File: src/rtl/tdm_mux4.sv
// Four-channel packet-aware TDM multiplexer: round-robin arbitration between packets,
// channel locked until its last beat, single registered output stage.
module tdm_mux4 #(
  parameter int WIDTH = 8
) (
  input  logic               clk,
  input  logic               rst,
  input  logic [4*WIDTH-1:0] in_data,
  input  logic [3:0]         in_valid,
  input  logic [3:0]         in_last,
  output logic [3:0]         in_ready,
  output logic [WIDTH-1:0]   out_data,
  output logic [1:0]         out_sel,
  output logic               out_last,
  output logic               out_valid,
  input  logic               out_ready
);

  typedef enum logic {ARB, LOCK} state_t;

  state_t           r_state;
  logic [1:0]       r_ptr;
  logic [1:0]       r_lch;
  logic [WIDTH-1:0] r_data;
  logic [1:0]       r_sel;
  logic             r_last;
  logic             r_valid;

  logic             w_load_en;
  logic             w_gnt_vld;
  logic [1:0]       w_gnt_idx;
  logic             w_accept;
  logic             w_gnt_last;

  assign w_load_en = !r_valid || out_ready;

  // ARB searches ptr, ptr+1, ... (mod 4); LOCK only ever considers the locked channel.
  always_comb begin
    logic [1:0] w_cand;
    w_cand    = '0;
    w_gnt_vld = 1'b0;
    w_gnt_idx = '0;
    if (r_state == LOCK) begin
      w_gnt_idx = r_lch;
      w_gnt_vld = in_valid[r_lch];
    end else begin
      for (int unsigned i = 0; i < 4; i++) begin
        w_cand = r_ptr + 2'(i);
        if (!w_gnt_vld && in_valid[w_cand]) begin
          w_gnt_vld = 1'b1;
          w_gnt_idx = w_cand;
        end
      end
    end
  end

  assign w_accept   = w_load_en && w_gnt_vld && !rst;
  assign w_gnt_last = in_last[w_gnt_idx];

  always_comb begin
    in_ready = '0;
    if (w_accept) in_ready[w_gnt_idx] = 1'b1;
  end

  always_ff @(posedge clk) begin
    if (rst) begin
      r_state <= ARB;
      r_ptr   <= '0;
      r_lch   <= '0;
      r_data  <= '0;
      r_sel   <= '0;
      r_last  <= 1'b0;
      r_valid <= 1'b0;
    end else if (w_accept) begin
      r_data  <= in_data[w_gnt_idx*WIDTH +: WIDTH];
      r_sel   <= w_gnt_idx;
      r_last  <= w_gnt_last;
      r_valid <= 1'b1;
      if (w_gnt_last) begin
        r_state <= ARB;
        r_ptr   <= w_gnt_idx + 2'd1;
      end else begin
        r_state <= LOCK;
        r_lch   <= w_gnt_idx;
      end
    end else if (out_ready) begin
      r_valid <= 1'b0;
    end
  end

  assign out_data  = r_data;
  assign out_sel   = r_sel;
  assign out_last  = r_last;
  assign out_valid = r_valid;

endmodule

File: config.mk
export PLATFORM = sky130hd
export DESIGN_NAME = tdm_mux4
export DESIGN_NICKNAME = d
export VERILOG_FILES = /design/src/rtl/tdm_mux4.sv
export SDC_FILE = /design/constraint.sdc
export NUM_CORES = 1
export LEC_CHECK = 0
export ABC_AREA = 1
export BUFFER_PORTS_ARGS = -buffer_cell sky130_fd_sc_hd__buf_2
export CAP_MARGIN = 15
export CORE_ASPECT_RATIO = 1.4
export CORE_MARGIN = 2
export CORE_UTILIZATION = 31
export DETAILED_ROUTE_END_ITERATION = 8
export GPL_ROUTABILITY_DRIVEN = 0
export GPL_TIMING_DRIVEN = 0
export PLACE_DENSITY = 0.58
export SLEW_MARGIN = 20
export SYNTH_ARGS = -nofsm -noshare
export SYNTH_HDL_FRONTEND = slang
export SYNTH_SLANG_ARGS = --single-unit
export TNS_END_PERCENT = 50
File: constraint.sdc
create_clock -name clk -period 4.3 [get_ports clk]
set_clock_uncertainty 0.05 [all_clocks]
set_input_delay 0.215 -clock clk [delete_from_list [all_inputs] [get_ports clk]]
set_output_delay 0.215 -clock clk [all_outputs]
set_load 0.01 [all_outputs]
-- Yosys cells after proc, flatten, opt, wreduce, memory -nomap -nowiden
Cells that the tools add are included.
W data, S select, Z words.
- bits of input ports: 43
- latch bits: 0
- memories kept: 0
- bits in read-only memories: 0
- word-level logic and storage cells: 66
- memory bits (writable): 0
- output and inout port bits: 16
- bits in registers: 17
- add/sub/neg operators: 4
- div/mod/pow operators: 0
- reduce and logical (&&, ||, !) cells: 15
- equality and inequality tests: 0
- bitwise gates (word level): 1
- magnitude comparators: 7
- multipliers: 0
- shifts and indexed selects: 1
- muxes and demuxes: 31
- operators by type and width (cell ; count):
    $shiftx A32 B6 Y8 ; 1
    $lt A2 B3 Y1 const B ; 6
    $mux W1 ; 18
    $bmux W1 S2 ; 6
    $mux W2 ; 5
    $logic_and A1 B1 Y1 ; 6
    $logic_not A1 Y1 ; 5
    $add A2 B1 Y2 const B ; 2
    $add A2 B2 Y2 const B ; 2
    $mux W4 ; 1
    $reduce_and A2 Y1 ; 2
    $demux W1 S2 ; 1
    $ge A2 B1 Y1 const B ; 1
    $reduce_bool A2 Y1 ; 1
    $logic_or A1 B1 Y1 ; 1
    $not A1 Y1 ; 1

-- Longest topological paths before layout
Gate-level depths: netlist of run 1.
- depth in word-level cells: 21
- gate-level depth with buffers: 18
- mapped depth without buffers: 17

-- Least setup slack after synthesis of run 1
OpenSTA, ideal clock, no wires.
- kind: register to output
- start: register r_ptr[0]
- end: output port in_ready[0]
- buffers on the path: 3
- slack: 2.304 ns
- arrival time: 1.731 ns
- cell stages (with the launch flop): 16
- data required time: 4.035 ns
- path through: dfxtp_1 -> buf_6 -> inv_6 -> nand2_1 -> nand2_2 -> nand2_1 -> nand2_1 -> nand2_1 -> nand3_1 -> nand3_2 -> nand2_4 -> buf_8 -> buf_8 -> ha_1 -> inv_1 -> nor2_1
- longest elaborated chain between the ends: 21
- elaborated cells between the ends (all ways): 38
- those cells by class: add/sub (3); order compare (2); mux (24); reduce/logical (9)
- RTL lines (element ; RTL line ; text):
    start: declaration ; 22 ; logic [1:0] r_ptr;
    start signal: assignment ; 81 ; r_ptr <= w_gnt_idx + 2'd1;
    $bmux W1 S2 ; 49 ; if (!w_gnt_vld && in_valid[w_cand]) begin
    $mux W1 (implied by the code) ; 49 ;
    $mux W1 ; 49 ;
    $mux W1 ; 43 ; if (r_state == LOCK) begin
    $logic_not A1 Y1 ; 49 ;
    $logic_and A1 B1 Y1 ; 49 ;
    $mux W1 ; 49 ;
    $mux W1 ; 43 ;
    (+5 left out) ; - ;
    $logic_and A1 B1 Y1 ; 49 ;
    $mux W2 ; 49 ;
    $mux W2 ; 43 ;
    $lt A2 B3 Y1 (implied by the code) or $ge A2 B1 Y1 (tied branches) ; 62 ; if (w_accept) in_ready[w_gnt_idx] = 1'b1;
    $logic_and A1 B1 Y1 (implied by the code) ; 62 ;
    $mux W1 (implied by the code) ; 62 ;
    $demux W1 S2 ; 62 ;
    $mux W4 * ; 62 ;
    end: declaration ; 11 ; output logic [3:0] in_ready,
Every way passes the cells marked *; elsewhere a longest branch is shown, timed or not. The select of a mux whose other input is x is not followed.

-- Worst setup path in the final report of run 1
- start: register r_ptr[0]
- end: output port in_ready[2]
The elaborated chain is that of the path after synthesis.

==> results of run 1 <==
## cell type report
| cell class | count | share of cell area |
|---|---|---|
| plain buffers | 9 | 0.0461 |
| clock buffers | 3 | 0.0217 |
| clock inverters | 1 | 0.00264 |
| inverters | 32 | 0.0659 |
| multi-input cells | 195 | 0.491 |
| flip-flops and latches | 17 | 0.179 |
| well taps | 62 | 0.0408 |
| repair buffers | 58 | 0.153 |
## worst paths after layout
path / startpoint / cells after the start / end
worst max-delay path: r_ptr[0] / 16 / in_ready[2]
worst min-delay path: rst / 2 / r_state
worst max register to register: r_ptr[0] / 17 / r_ptr[1]
worst min register to register: out_data[6] / 2 / out_data[6]
## worst register-to-register path, delay by kind of cell, from the launching register on
family                   cells  cell delay [ns]
buffers and inverters        5             0.54
adder cells (fa/ha/maj)      1             0.27
flip-flops                   1             0.31
AND/OR/NAND/NOR             11             0.94
## cells in the mapped netlist (2+ instances only)
master / instances
a21oi_1: 2
buf_4: 2
buf_6: 3
buf_8: 2
dfxtp_1: 17
ha_1: 4
inv_1: 25
inv_2: 6
nand2_1: 98
nand2_2: 12
nand3_1: 53
nand3_2: 5
nor2_1: 11
nor2_4: 2
o21ai_0: 5
## flip-flops by register name, indices dropped and copies added, names as in the netlist
name       cells
out_sel        2
out_last       1
out_data       8
r_state        1
out_valid      1
r_lch          2
r_ptr          2
## cell usage in the layout, fill, tap and decap left out
master and n:
nand2_1 98, nor2_1 11, ha_1 4, nor2_2 1, clkbuf_1 1, nand2_4 1, inv_2 6, nand2_2 12
clkbuf_8 3, buf_4 2, clkinv_2 1, buf_2 59, o21ai_0 5, dfxtp_1 17, buf_8 2, inv_6 1
a21oi_1 2, nand3_1 53, inv_1 25, nand3_2 5, o31ai_1 1, nor2_4 2, buf_6 3
## per-layer routing
| metal | part of all wire | up-vias | GRT usage |
|---|---|---|---|
| li1 | - | 916 | - |
| met1 | 0.41 | 723 | 0.162 |
| met2 | 0.51 | 54 | 0.313 |
| met3 | 0.053 | 6 | 0.0184 |
| met4 | 0.021 | 0 | 0.0687 |
| met5 | 0 | - | 0 |
## report_power, final
group | internal [W] | switching [W] | leakage (nW)
clock network | 0.0000642 | 0.0000570 | 0.0255
logic | 0.000451 | 0.000749 | 0.940
registers | 0.000226 | 0.0000365 | 0.141
## stage by stage
step,power [W],std cells
6_report,0.00158,377
5_1_grt,0.00178,377
4_1_cts,0.00161,377
3_5_place_dp,0.00148,373
3_3_place_gp,0.00147,373
2_1_floorplan,0.00119,253
## kinds of logic (layout without fill, tap and decap cells)
group | after synthesis | count (layout) | share of synthesized area
adder cells (fa/ha/maj) | 4 | 4 | 0.0337
AND/OR/NAND/NOR | 183 | 183 | 0.565
flip-flops | 17 | 17 | 0.229
AO/OA/AOI/OAI | 8 | 8 | 0.0286
buffers and inverters | 41 | 103 | 0.143
==> flow_summary.yaml, run 1 <==
grt:
  grt_first_pass_wirelength_um: 6910
  overflow: 0
  grt_max_degree: 12
  antenna_found_initial: 0
  track_usage: 0.157
  grt_pass1_vias: 1642
sta:
  max-slew-margin-rel: 0.679
  timing.hold.ws_ns: 0.135
  finalSetupTns_ns: 0
  layout_min_cycle_time_ns: 2.56
  drv_slew: 0
  worst_slew_pin_slew_ns: 0.481
  report.final.setup_viol: 0
  fmax_mhz: 391
  rsz0062_at_grt: "no"
  fin_ws_ns: 1.74
  final.period_utilization: 0.595
  hold_viol_final: 0
clock_tree:
  cts_tree: "built"
  postCtsSetupBuffers: 0
  cts_resized: 0
  ctsRootBufferMaster: "clkbuf_8"
  cts.clk_slew.worst_paths_ns: 0.07
  clock_sinks: 17
  hold_buffers: 0
  insertion_delay_ns: 0.25
  clock_path_buffers: 2
  htreeDepth: 1
  cts_made_buffers: 3
place:
  post_dp_cell_area_um2: 1850
  port_buffers: 58
  place_ws_ns: 2.00
  hpwlAfterDp_um: 3280
route:
  remaining_drc_errors: 0
  totalWireLength_um: 4010
  viasPerCell: 4.51
  vias: 1699
  ant_nets: 0
  drt-initial-drc-count: 44
  dr.pass1.iters: 4
  wire_per_inst_um: 10.6
final_layout:
  fill_cells: 552
  syn_to_final_growth_pct: 27.9
  diodes: 0
  ff_latch_area_um2: 340
  multiInputGateArea_um2: 932
  final_layout_size_suffix_gt1_frac: 0.311
  post-route-util: 0.415
  finalNetCount: 363
  stdcell_area_um2: 1900
pwr:
  power.density_nw_per_um2: 834
  p_leak_nw: 1.11
  ir_worst_vdd_uv: 504
worst_setup_path:
  path_cells: "buf_6, inv_6, nand2_1, nand2_1, nand2_1, nand2_1, nand2_1, nand3_1, nand3_2, nand2_4, buf_8, buf_8, ha_1, inv_1, nor2_1, buf_2"
  path_class: "reg2out"
  cp_common_cell: "nand2_1"
  r2r_slack_ns: 2.09
  crit_path_top_delay_cell: "dfxtp_1"
  critPathCaptureType: "output port"
  crit_family: "simple AND/OR/NAND/NOR gates"
  slowest_delay_ns: 0.31
  critPathBufInv: 6
  worstPathRequired_ns: 4.03
  worstPathArrival_ns: 2.29
  crit_path_max_fanout: 11
  worstSetupStartpointType: "register"
logic_synthesis:
  synthArstFlopShare: 0
  yosysTopAreaCellShare: 0.248
  synth_area_leaders: "nand2_1, dfxtp_1, nand3_1"
  synth_nets: 300
  synth_edf_count: 0
  yosysWarnings: 0
  syn_avg_cell_area_um2: 5.87
  yosys.area.top_type: "nand2_1"
  ys_types: 21
  syn_inst: 253
  synth_ff_type: "dfxtp_1"
  syn_area_um2: 1490
  ys_seq_elements: 17
  synth_seq_area_share: 0.229
die:
  num_io_pins: 59
  die_w_um: 62.5
  placementRows: 29
  dieHeight_um: 85.9
  start_util: 0.325
  die_area_um2: 5370
  coreArea_um2: 4570
run_status:
  outcome: "finished, final reports clean"
min_path:
  holdCritPathClass: "in2reg"
run:
  cap_violations: 0
Power figures use the tool's default switching activity.
==> run 2: changes to the inputs <==
==> constraint.sdc (replaced) <==
create_clock -name clk -period 2.5 [get_ports clk]
set_clock_uncertainty 0.05 [all_clocks]
set_input_delay 0.125 -clock clk [delete_from_list [all_inputs] [get_ports clk]]
set_output_delay 0.125 -clock clk [all_outputs]
set_load 0.01 [all_outputs]
==> run 2 against run 1 <==
Compared with the run above:
- die area stayed put
- combinational power rose by 120%
- utilization up 4.5 points
- via count is 3.8% higher
- global-route usage grew 0.055 points
- sequential share of layout area decreased by 1.6 points
- worst hold slack got worse by 0.093 ns
- setup slack worse by 1.6 ns
==> flow_summary.yaml, run 2 (same netlist as run 1, synthesis figures left out) <==
clock_tree:
  clock_sinks: 17
  ctsRootBufferMaster: "clkbuf_8"
  cts.clk_slew.worst_paths_ns: 0.07
  htreeDepth: 1
  insertion_delay_ns: 0.25
  cts_made_buffers: 3
  cts_tree: "built"
  clock_path_buffers: 2
grt:
  antenna_found_initial: 0
  track_usage: 0.158
  overflow: 0
  grt_first_pass_wirelength_um: 6930
  grt_max_degree: 12
  grt_pass1_vias: 1651
place:
  port_buffers: 58
  hpwlAfterDp_um: 3280
  dp.cells: 373
sta:
  fmax_mhz: 430
  report.final.setup_viol: 0
  timing.hold.ws_ns: 0.0426
  final.period_utilization: 0.930
  finalSetupTns_ns: 0
  drv_slew: 0
  max-slew-margin-rel: 0.682
  worst_slew_pin_slew_ns: 0.477
  layout_min_cycle_time_ns: 2.32
  hold_viol_final: 0
worst_setup_path:
  r2r_cells: 19
  crit_path_max_fanout: 6
  worstPathArrival_ns: 2.15
  r2r_end: "r_ptr[0]"
  worstSetupStartpointType: "register"
  worstPathRequired_ns: 2.33
  path_class: "reg2out"
  r2r_slack_ns: 0.37
  critPathCaptureType: "output port"
  reg2reg_from: "r_ptr[0]"
min_path:
  hold_path_depth: 2
  worstHoldStart: "rst"
  holdCritPathClass: "in2reg"
  hold_path_end: "r_state"
run:
  cap_violations: 0
final_layout:
  fill_cells: 521
  post-route-util: 0.461
  diodes: 0
  finalNetCount: 378
  syn_to_final_growth_pct: 41.8
  largest_reg_flops: 8
  layout_commonest_cell: "nand2_1"
  layout_common_cells: "nand2_1, buf_2, nand3_1"
  final_layout_size_suffix_gt1_frac: 0.376
  fin_cells: 392
die:
  placementRows: 29
  coreArea_um2: 4570
  die_w_um: 62.5
  die_area_um2: 5370
  num_io_pins: 59
  start_util: 0.325
  dieHeight_um: 85.9
route:
  wire_per_inst_um: 11.0
  remaining_drc_errors: 0
  drt-initial-drc-count: 70
  vias: 1763
  ant_nets: 0
  dr.pass1.iters: 4
  totalWireLength_um: 4320
  viasPerCell: 4.50
pwr:
  ir_worst_vdd_uv: 624
  p_leak_nw: 1.21
  power.density_nw_per_um2: 1570
run_status:
  outcome: "finished, final reports clean"
run 2: cell types whose count changed in the layout (fill, tap and decap cells not counted), moves of 2 or more:
| cell | previous run | this run |
|---|---|---|
| buf_4 | 2 | 14 |
| nand2_1 | 98 | 92 |
| nand3_1 | 53 | 51 |
| dfxtp_2 | 0 | 2 |
| nand2_2 | 12 | 17 |
| dfxtp_1 | 17 | 15 |
| clkbuf_16 | 0 | 2 |
run 2: routing by layer:
layer | wire (µm) | vias to the layer above | global-route usage
li1 | - | 948 | -
met1 | 1770 | 761 | 0.163
met2 | 2250 | 48 | 0.314
met3 | 203 | 6 | 0.0184
met4 | 98 | 0 | 0.0687
met5 | 0 | - | 0
run 2: stage by stage:
stage          setup slack, ns  total power (W)  instance area (µm²)
2_1_floorplan            0.540          0.00205                 1490
3_3_place_gp             0.266          0.00253                 1850
3_5_place_dp             0.286          0.00254                 1850
4_1_cts                0.00877          0.00279                 1910
5_1_grt                -0.0171          0.00365                 2110
6_report                 0.176          0.00330                 2110
run 2: cell type report:
cell class              count  area, µm²  share of cell area
clock buffers               3       41.3              0.0196
repair buffers             75        454               0.216
flip-flops and latches     17        343               0.163
well taps                  62       77.6              0.0368
multi-input cells         195        978               0.465
plain buffers               7       73.8              0.0351
clock inverters             1       5.00             0.00238
inverters                  32        133              0.0630
run 2: what timing repair did:
| action | 4_1_cts | 5_1_grt |
|---|---|---|
| cloned | 0 | 2 |
| hold endpoints to repair | 0 | 0 |
| setup endpoints to repair | 1 | 4 |
| buffers inserted | 1 | 14 |
| pin swaps | 1 | 11 |
| resized for setup | 0 | 23 |
| hold buffers | 0 | 0 |
run 2: worst max path at each step:
stage,slack [ns],from,to,depth (start not counted)
global placement,0.27,r_ptr[0],in_ready[2],16
detailed placement,0.29,r_ptr[0],r_ptr[1],17
global route,-0.02,r_ptr[0],in_ready[0],18
floorplan,0.54,r_ptr[0],r_ptr[1],18
finish,0.18,r_ptr[0],in_ready[1],17
CTS,0.009,r_ptr[0],in_ready[2],16
run 2: power breakdown:
| part | total, W | switching [W] | internal (W) |
|---|---|---|---|
| registers | 0.000454 | 0.0000636 | 0.000391 |
| clock network | 0.000209 | 0.0000986 | 0.000111 |
| logic | 0.00264 | 0.00147 | 0.00117 |
| total | 0.00330 | 0.00163 | 0.00167 |
run 2: critical path: stages (launching register included):
cell and delay [ns]:
dfxtp_2 0.32, buf_6 0.13, buf_6 0.12, nand2_2 0.06
nand2_2 0.08, nand2_2 0.07, nand2_1 0.06, nor2_2 0.14
nand3_1 0.10, nand3_2 0.07, nand2_2 0.07, nand2_4 0.10
inv_4 0.05, buf_6 0.12, ha_1 0.19, inv_1 0.05
nor2_1 0.03, buf_2 0.14
==> run 3: changes to the inputs <==
--- a/config.mk
+++ b/config.mk
@@ -14,7 +14,7 @@
 export DETAILED_ROUTE_END_ITERATION = 8
 export GPL_ROUTABILITY_DRIVEN = 0
 export GPL_TIMING_DRIVEN = 0
-export PLACE_DENSITY = 0.58
+export PLACE_DENSITY = 0.6
 export SLEW_MARGIN = 20
 export SYNTH_ARGS = -nofsm -noshare
 export SYNTH_HDL_FRONTEND = slang
==> constraint.sdc (replaced) <==
create_clock -name clk -period 2.05 [get_ports clk]
set_clock_uncertainty 0.05 [all_clocks]
set_input_delay 0.1025 -clock clk [delete_from_list [all_inputs] [get_ports clk]]
set_output_delay 0.1025 -clock clk [all_outputs]
set_load 0.01 [all_outputs]
==> run 3 against run 2 <==
Compared with the run above:
- the flow now finishes with violations (setup timing)
- largest power group unchanged
- clock power up 19%
- critical path type unchanged
- utilization up 4.2 points
- via count up 2.4%
- cell count up 0.51%
- largest cell class unchanged
- sequential cell count unchanged
==> flow_summary.yaml, run 3 (same netlist as run 1, synthesis figures left out) <==
grt:
  antenna_found_initial: 0
  grt_first_pass_wirelength_um: 7290
  use_met3: 0.0249
  grt_max_degree: 18
  grt-busiest-layer: "met2"
  grt_pass1_vias: 1698
  grt_util_met1: 0.164
  overflow: 0
  track_usage: 0.167
  met2_usage: 0.356
sta:
  worst_slew_pin_slew_ns: 0.437
  report.final.setup_viol: 15
  final.period_utilization: 1.09
  layout_min_cycle_time_ns: 2.24
  fin_ws_ns: -0.190
  hold_viol_final: 0
  fmax_mhz: 446
  drv_slew: 0
  finalSetupTns_ns: -0.953
  max-slew-margin-rel: 0.709
  rsz0062_at_grt: "yes"
worst_setup_path:
  r2r_slack_ns: -0.05
  critPathCaptureType: "output port"
  startpoint: "r_ptr[0]"
  worstPathArrival_ns: 2.09
  worstSetupStartpointType: "register"
  r2r_cells: 16
  worstPathRequired_ns: 1.90
  r2r_end: "out_data[5]"
  cp-endpoint: "in_ready[2]"
  path_class: "reg2out"
  crit_path_max_fanout: 7
  reg2reg_from: "r_ptr[0]"
die:
  coreArea_um2: 4570
  placementRows: 29
  num_io_pins: 59
  start_util: 0.325
  dieHeight_um: 85.9
  die_w_um: 62.5
  die_area_um2: 5370
final_layout:
  ff_latch_area_um2: 345
  layout_commonest_cell: "nand2_1"
  fill_cells: 514
  final_layout_size_suffix_gt1_frac: 0.479
  multiInputGateArea_um2: 1150
  finalNetCount: 380
  syn_to_final_growth_pct: 54.8
  largest_reg_flops: 8
  layout_common_cells: "nand2_1, buf_2, nand3_1"
  diodes: 0
clock_tree:
  cts.clk_slew.worst_paths_ns: 0.07
  insertion_delay_ns: 0.25
  ctsRootBufferMaster: "clkbuf_8"
  htreeDepth: 1
  cts_tree: "built"
  cts_made_buffers: 3
  clock_sinks: 17
  clock_path_buffers: 2
route:
  drt-initial-drc-count: 48
  totalWireLength_um: 4600
  dr.pass1.iters: 4
  vias: 1806
  ant_nets: 0
  remaining_drc_errors: 0
  wire_per_inst_um: 11.7
  viasPerCell: 4.58
pwr:
  p_leak_nw: 1.24
  total_power_w: 0.00446
  power.density_nw_per_um2: 1940
  ir_worst_vdd_uv: 982
run_status:
  outcome: "complete, but fails checks"
  violations: "setup timing"
place:
  port_buffers: 58
  hpwlAfterDp_um: 3220
run:
  cap_violations: 0
min_path:
  holdCritPathClass: "in2reg"
[run 3: cell types whose count changed in the layout (fill, tap and decap cells not counted), moves of 3 or more]
cell     before  now
ha_1          4    0
nand3_1      51   47
nand2_2      17   33
nand2_1      92   72
nand2_4       1    5
inv_1        24   21
nand3_4       1    4
ha_4          0    4
buf_4        14   18
inv_2         5    9
[run 3: how the worst min path moves through the flow]
| stage | cells past startpoint | start | slack [ns] | end |
|---|---|---|---|---|
| 6_report | 2 | rst | 0.03 | r_state |
| 5_1_grt | 2 | rst | 0.03 | r_state |
| 4_1_cts | 2 | rst | 0.03 | r_state |
| 3_5_place_dp | 2 | rst | 0.30 | r_state |
| 3_3_place_gp | 2 | rst | 0.29 | r_state |
| 2_1_floorplan | 1 | rst | 0.15 | r_state |
[run 3: metal layers]
layer	share of wire	vias up	wire length, µm
met2	0.57	50	2630
met1	0.37	804	1690
met4	0.012	0	57
met3	0.047	4	218
met5	0	-	0
li1	-	948	-
[run 3: layout make-up]
cell class	instances	area share
buffer	7	0.0332
clock buffer	3	0.0180
timing repair inverter	1	0.00381
tap	62	0.0337
sequential	17	0.150
multi-input combinational	195	0.501
inverter	32	0.0609
timing repair buffer	76	0.197
clock inverter	1	0.00218
[run 3: worst max-delay path, stage by stage, from the launching register on]
cell     delay, ns
dfxtp_2       0.33
buf_8         0.15
inv_6         0.08
nand2_4       0.07
nand3_4       0.07
nand2_2       0.08
inv_2         0.10
nand3_4       0.09
nor2_4        0.15
nor2_4        0.07
nand2_8       0.12
buf_12        0.13
ha_4          0.11
inv_1         0.03
nor2_1        0.11
buf_2         0.15
[run 3: what timing repair did]
| item | 4_1_cts | 5_1_grt |
|---|---|---|
| pin swaps | 23 | 18 |
| buffers inserted | 13 | 3 |
| setup endpoints to repair | 5 | 19 |
| gates cloned | 3 | 0 |
| hold buffers | 0 | 0 |
| resized for setup | 36 | 38 |
[run 3: where the power goes]
group	leakage (nW)	total, W	internal (W)	switching [W]
combinational	1.07	0.00364	0.00158	0.00206
clock	0.0255	0.000248	0.000135	0.000114
sequential	0.142	0.000568	0.000480	0.0000878
[run 3: metrics by stage]
stage / area, µm² / std cells / util / setup WS, ns / hold WS (ns)
2_1_floorplan: 1490 / 253 / - / 0.0902 / 0.154
3_3_place_gp: 1850 / 373 / 0.405 / -0.151 / 0.288
3_5_place_dp: 1850 / 373 / 0.405 / -0.147 / 0.297
4_1_cts: 2140 / 391 / 0.467 / -0.173 / 0.0305
5_1_grt: 2300 / 394 / 0.503 / -0.269 / 0.0290
6_report: 2300 / 394 / 0.503 / -0.190 / 0.0302
